===== src/rtl/gmii_tx_framer.sv =====
// gmii_tx_framer: serialises 32-bit IP words into Ethernet II GMII frames; optional stats via GMII_TX_STATS_EN
module gmii_tx_framer #(
  parameter int          DATA_WIDTH  = 32,
  parameter int          IFG_BYTES   = 12,
  parameter int          MIN_PAYLOAD = 46,
  parameter int          MAX_PAYLOAD = 1500,
  parameter logic [15:0] ETHERTYPE   = 16'h0800
) (
  input  logic                  clk,
  input  logic                  rst,
  input  logic [DATA_WIDTH-1:0] mac_data,
  input  logic [15:0]           mac_len,
  input  logic                  mac_valid,
  output logic                  mac_ready,
  input  logic [47:0]           dst_mac,
  input  logic [47:0]           src_mac,
  output logic [7:0]            gmii_txd,
  output logic                  gmii_tx_en,
  output logic                  gmii_tx_er,
  output logic                  frame_done,
  output logic                  len_err,
  output logic                  underrun
`ifdef GMII_TX_STATS_EN
  ,
  output logic [31:0]           tx_frame_count,
  output logic [31:0]           tx_byte_count
`endif
);
  typedef enum logic [3:0] {IDLE, PREAMBLE, SFD, HEADER, PAYLOAD, PAD, FCS, IFG, DRAIN} state_t;
  state_t state_q, state_d;
  logic [15:0] len_q, len_d, pay_q, pay_d, wc_q, wc_d, wc_nx, nw;
  logic [47:0] dst_q, dst_d, src_q, src_d;
  logic [7:0] cnt_q, cnt_d;
  logic [31:0] sr_q, sr_d, crc_q, crc_d, fsh;
  logic [1:0] sr_n_q, sr_n_d;
  logic [16:0] len3;
  logic [111:0] hsh;
  logic open, start, bad, need, take, acc, last_pay;

  function automatic logic [31:0] crc8(input logic [31:0] c, input logic [7:0] b);
    logic [31:0] r;
    r = c ^ {24'h0, b};
    for (int i = 0; i < 8; i++) r = r[0] ? (r >> 1) ^ 32'hEDB88320 : r >> 1;
    return r;
  endfunction

  // the last IFG cycle may already accept the next packet so the gap is exactly IFG_BYTES
  assign open     = state_q == IDLE || (state_q == IFG && cnt_q == 8'(IFG_BYTES - 1));
  assign bad      = mac_len == 16'd0 || mac_len > 16'(MAX_PAYLOAD);
  assign start    = open && mac_valid;
  assign need     = state_q == PAYLOAD && sr_n_q == 2'd0;
  assign take     = need && mac_valid;
  assign acc      = mac_valid && mac_ready;
  assign wc_nx    = wc_q + {15'd0, acc};
  assign len3     = {1'b0, len_q} + 17'd3;
  assign nw       = {1'b0, len3[16:2]};
  assign last_pay = pay_q == len_q - 16'd1;
  assign hsh      = {dst_q, src_q, ETHERTYPE} << {cnt_q[3:0], 3'b000};
  assign fsh      = ~crc_q >> {cnt_q[1:0], 3'b000};

  // state register
  always_ff @(posedge clk)
    if (rst) state_q <= IDLE;
    else state_q <= state_d;

  // next-state logic
  always_comb begin
    state_d = state_q;
    case (state_q)
      IDLE, IFG: if (open) state_d = !mac_valid ? IDLE : bad ? DRAIN : PREAMBLE;
      PREAMBLE:  if (cnt_q == 8'd6) state_d = SFD;
      SFD:       state_d = HEADER;
      HEADER:    if (cnt_q == 8'd13) state_d = PAYLOAD;
      PAYLOAD:   state_d = (need && !mac_valid) ? DRAIN : !last_pay ? PAYLOAD : len_q < 16'(MIN_PAYLOAD) ? PAD : FCS;
      PAD:       if (pay_q == 16'(MIN_PAYLOAD - 1)) state_d = FCS;
      FCS:       if (cnt_q == 8'd3) state_d = IFG;
      DRAIN:     if (wc_nx == nw) state_d = IFG;
      default:   state_d = IDLE;
    endcase
  end

  // outputs; the first byte of a new word bypasses the shift register
  always_comb begin
    mac_ready  = need || (state_q == DRAIN && wc_q != nw);
    gmii_tx_en = state_q inside {PREAMBLE, SFD, HEADER, PAYLOAD, PAD, FCS};
    gmii_txd   = state_q == PREAMBLE ? 8'h55 :
                 state_q == SFD      ? 8'hD5 :
                 state_q == HEADER   ? hsh[111:104] :
                 state_q == PAYLOAD  ? (need ? (mac_valid ? mac_data[DATA_WIDTH-1 -: 8] : 8'h00) : sr_q[31:24]) :
                 state_q == FCS      ? fsh[7:0] : 8'h00;
    gmii_tx_er = need && !mac_valid;
    underrun   = need && !mac_valid;
    frame_done = state_q == FCS && cnt_q == 8'd3;
    len_err    = start && bad;
  end

  // datapath next values
  always_comb begin
    cnt_d  = state_d != state_q ? 8'd0 : cnt_q + 8'd1;
    pay_d  = (state_q == PAYLOAD || state_q == PAD) ? pay_q + 16'd1 : 16'd0;
    wc_d   = start ? 16'd0 : wc_nx;
    sr_d   = take ? {mac_data[DATA_WIDTH-9:0], 8'h00} : sr_q << 8;
    sr_n_d = start ? 2'd0 : take ? 2'd3 : sr_n_q - {1'b0, sr_n_q != 2'd0};
    len_d  = start ? mac_len : len_q;
    dst_d  = start ? dst_mac : dst_q;
    src_d  = start ? src_mac : src_q;
    crc_d  = start ? 32'hFFFFFFFF : (state_q inside {HEADER, PAYLOAD, PAD}) ? crc8(crc_q, gmii_txd) : crc_q;
  end

  // datapath registers
  always_ff @(posedge clk)
    if (rst) begin
      cnt_q  <= '0;
      pay_q  <= '0;
      wc_q   <= '0;
      sr_q   <= '0;
      sr_n_q <= '0;
      len_q  <= '0;
      dst_q  <= '0;
      src_q  <= '0;
      crc_q  <= 32'hFFFFFFFF;
    end else begin
      cnt_q  <= cnt_d;
      pay_q  <= pay_d;
      wc_q   <= wc_d;
      sr_q   <= sr_d;
      sr_n_q <= sr_n_d;
      len_q  <= len_d;
      dst_q  <= dst_d;
      src_q  <= src_d;
      crc_q  <= crc_d;
    end

`ifdef GMII_TX_STATS_EN
  logic [31:0] tx_frame_count_q, tx_frame_count_d, tx_byte_count_q, tx_byte_count_d;

  // completed frames and their header+payload+pad+FCS bytes
  always_comb begin
    tx_frame_count_d = tx_frame_count_q + {31'd0, frame_done};
    tx_byte_count_d  = tx_byte_count_q + (frame_done ? 32'd18 + {16'd0, len_q < 16'(MIN_PAYLOAD) ? 16'(MIN_PAYLOAD) : len_q} : 32'd0);
  end

  // statistics registers
  always_ff @(posedge clk)
    if (rst) begin
      tx_frame_count_q <= '0;
      tx_byte_count_q  <= '0;
    end else begin
      tx_frame_count_q <= tx_frame_count_d;
      tx_byte_count_q  <= tx_byte_count_d;
    end

  assign tx_frame_count = tx_frame_count_q;
  assign tx_byte_count  = tx_byte_count_q;
`endif
endmodule


===== config.mk =====
export PLATFORM = sky130hd
export DESIGN_NAME = gmii_tx_framer
export DESIGN_NICKNAME = d
export VERILOG_FILES = /design/src/rtl/gmii_tx_framer.sv
export SDC_FILE = /design/constraint.sdc
export NUM_CORES = 1
export LEC_CHECK = 0
export ABC_AREA = 1
export CORE_MARGIN = 1.5
export CORE_UTILIZATION = 55
export CTS_CLUSTER_DIAMETER = 120
export DETAILED_ROUTE_END_ITERATION = 6
export DONT_BUFFER_PORTS = 1
export MAX_ROUTING_LAYER = met4
export PLACE_DENSITY = 0.7
export SETUP_SLACK_MARGIN = 0.5
export SLEW_MARGIN = 40
export SYNTH_ARGS = -nofsm -noshare
export SYNTH_HDL_FRONTEND = slang
export SYNTH_SLANG_ARGS = --single-unit

===== constraint.sdc =====
create_clock -name clk -period 8.4 [get_ports clk]
set_input_delay 1.68 -clock clk [delete_from_list [all_inputs] [get_ports clk]]
set_output_delay 1.68 -clock clk [all_outputs]
set_load 0.005 [all_outputs]

==> summary.txt <==
Floorplan
  – Row count: 55
  – Die Wd: about 150 µm
  – Die H: approximately 150 µm
  – Die area: approximately 24000 µm²
  – Initial cell density of the core: 0.559
  – IO Count: between 150 and 200
  – Core outline area: about 23000 µm²

Yosys
  – Mux cell area share after synthesis: 0
  – Post-synth top area share: 0.338
  – Synth Area in Simple Gates: 0.380
  – Complex-gate fraction of the synthesized area: 0.138
  – Syn Area/Cell: 6.36 µm²
  – Post-synth EDFFs: 0
  – Count leader, synth: nand2_1
  – Post-synth top area cell: dfxtp_1
  – Yosys warns: 0
  – Mapped Area: 12700 µm²
  – Post-synth top flop: dfxtp_1
  – Ys async rst share: 0
  – Largest family of logic cells by synthesized area: simple AND/OR/NAND/NOR gates
  – Most common library cells after synthesis: 423 x nand2_1, 401 x nor2_1, 214 x dfxtp_1, 184 x o21ai_0, 152 x nand3_1
  – Post-Synth XOR/XNOR Area: 0.0480
  – Post-synthesis sequential area ratio: 0.338
  – Ranking of synthesized cells by area: dfxtp_1 34%, nand2_1 13%, nor2_1 12%, o21ai_0 7.3%, nand3_1 6.0%
  – Post-Synth Adder-Cell Area: 0.00890
  – Cells after synthesis: around 2000
  – Syn nets: 2145
  – #FFs+latches synth: roughly 210
  – Synth cell types: 47

Run status
  – Run status: finished, final reports clean

Setup path
  – CP delay by family, top: buffers and inverters
  – Cell mode on critical path: a21oi_1
  – Crit end category: output port
  – Buf/Inv on CP: 3
  – R2R setup slack: 3.76 ns
  – Crit path kind: register to output port
  – Startpoint Class: register
  – Peak fanout along the critical path: between 40 and 50
  – R2R cell count: 24
  – Worst r2r src: len_q[2]$_SDFFE_PP0P_
  – WP data arrival: roughly 3.4 ns
  – Slowest stage cell, crit path: dfxtp_2
  – Crit path cell chain: buf_4, ha_1, inv_1, nor3_1, a21oi_1, nor2_4, clkinv_2, a21oi_1
  – Worst r2r dst: cnt_q[1]$_SDFF_PP0_
  – Worst path max stage delay: around 0.54 ns
  – Req. time, crit path: about 6.7 ns

Clock network
  – Post-CTS setup buffers: 0
  – Clock H-tree levels: 1
  – CTS sink cnt: 214
  – Hold bufs inserted after CTS: 0
  – CTS tree: done
  – CTS Buf Count: 24
  – Clock Latency Late Sink: between 0.5 and 0.6 ns
  – Root buffer cell: clkbuf_16
  – Post-CTS sizing: 0
  – CTS Buffer Depth: 3
  – Worst-path clk slew: approximately 0.07 ns

Global route
  – Initial antenna violation count: 1
  – First-pass GRT wire length: 58700 µm
  – Total track usage: 0.315
  – Largest net degree at the start of global routing: between 100 and 150
  – Vias in the first global route: around 12000
  – GRT overflow: 0

Route
  – Vias/cell: around 5.6
  – Iteration-0 DRC Markers: 1029
  – Drt drc: 0
  – Via count: between 10000 and 15000
  – 1st-pass router iterations: 6
  – Total Wirelength: 36700 µm
  – Routed length per instance: around 16 µm
  – Post-route ant nets: 0

Pwr
  – Total Power: ~2.8 mW
  – Maximum VDD drop: about 180 µV
  – Leak pwr: 5.86 nW
  – Pwr Density: around 210 nW/µm²

Placed design
  – Pre-CTS worst setup slack: around 3.9 ns
  – Dpl cells: 2194
  – DP Wirelength: roughly 26000 µm
  – Placed Area: about 13000 µm²
  – I/O Buffers: 0
  – Gpl congestion: between 0.9 and 1

STA
  – Worst Clk Skew: about 0.035 ns
  – Fmax: approximately 200 MHz
  – Hold_ws: between 0.4 and 0.5 ns
  – Final hold vios: 0
  – Tcrit/Tclk final: 0.601
  – Crit path time final: a little over 5 ns
  – # setup viols final: 0
  – Max-slew violations: 0
  – Worst slew pin tran: 0.803 ns
  – Final worst slack: around 3.4 ns
  – Setup tns final: 0 ns
  – Slew Limit Headroom: 0.460
  – RSZ-0062 raised after global routing: no

Cells and area
  – Fin area: 13400 µm²
  – Synth-to-layout area growth: 6.07%
  – Finished Layout Cells: between 2000 and 2500
  – Core Util, Final: 0.593
  – Share of layout cells above drive strength 1: 0.0677
  – Fin nets: 2091
  – # fillers: 2233

Min path
  – Hold Crit Depth: 2
  – Worst hold endpoint: dst_q[13]$_SDFFE_PP0P_
  – Hold Startpoint: dst_q[13]$_SDFFE_PP0P_
  – Hold Crit Class: register to register

Run
  – Max-Cap Viols: 0
[worst min-delay path, stage by stage, from the launching register on]
cell and delay (ns):
dfxtp_1 0.30, inv_1 0.06, a21oi_1 0.05
[routing by layer]
metal  vias up  GRT usage  part of all wire
li1       6320          -                 -
met1      5632      0.390              0.42
met2       476      0.513              0.47
met3        97     0.0460             0.066
met4         0      0.133             0.045
met5         -          -                 0
[where the power goes]
group          switching, mW  internal (mW)
sequential            0.0575           1.09
clock                  0.438          0.641
combinational          0.394          0.169
[worst max path at each step]
stage          slack [ns]                  end  depth (start not counted)             startpoint
2_1_floorplan        4.33              len_err                          5              mac_valid
3_3_place_gp         3.99              len_err                          8    cnt_q[0]$_SDFF_PP0_
3_5_place_dp         3.86  cnt_q[0]$_SDFF_PP0_                         24  len_q[2]$_SDFFE_PP0P_
4_1_cts              3.37              len_err                          8    cnt_q[0]$_SDFF_PP0_
5_1_grt              3.11              len_err                          8    cnt_q[0]$_SDFF_PP0_
6_report             3.36              len_err                          8    cnt_q[0]$_SDFF_PP0_
[flip-flops by register name, indices dropped and copies added (netlist names)]
signal and cells:
pay_q 16, crc_q 32, len_q 16, dst_q 48
state_q 4, sr_q 24, wc_q 16, src_q 48
cnt_q 8, sr_n_q 2
[cell families after synthesis]
kind of cell	count (synthesis)
AND/OR/NAND/NOR	1111
AO/OA/AOI/OAI	339
buffers and inverters	249
flip-flops	214
XOR/XNOR	67
adder cells (fa/ha/maj)	9
[layout make-up]
| class | count | area [µm²] | area share |
|---|---|---|---|
| Multi-Input combinational cell | 1526 | 7280 | 0.542 |
| Inverter | 162 | 614 | 0.0458 |
| Clock buffer | 32 | 691 | 0.0514 |
| Tap cell | 285 | 357 | 0.0266 |
| Clock inverter | 10 | 131 | 0.00979 |
| Sequential cell | 214 | 4290 | 0.319 |
| Antenna cell | 1 | 2.50 | 0.000186 |
| Timing Repair Buffer | 7 | 63.8 | 0.00475 |
[placed cells by master (no fill, tap or decap), types with 4 or more instances in the layout]
| master | n |
|---|---|
| nor4_1 | 8 |
| dfxtp_1 | 213 |
| nor2_2 | 8 |
| clkinv_2 | 6 |
| o21ai_0 | 184 |
| nor3_1 | 22 |
| o211ai_1 | 4 |
| clkbuf_16 | 24 |
| clkbuf_8 | 6 |
| o22ai_1 | 6 |
| nor2_4 | 7 |
| nand2_4 | 10 |
| o21ai_1 | 30 |
| nand3b_1 | 4 |
| buf_4 | 4 |
| nand2_2 | 27 |
| xor2_1 | 51 |
| nand2_1 | 423 |
| inv_2 | 15 |
| xnor2_1 | 14 |
| a21oi_1 | 105 |
| nor3_2 | 4 |
| nor2_1 | 401 |
| inv_1 | 142 |
| ha_1 | 9 |
| nand3_1 | 152 |
| nand4_1 | 30 |
No activity file was read; power rests on OpenSTA's default activity.
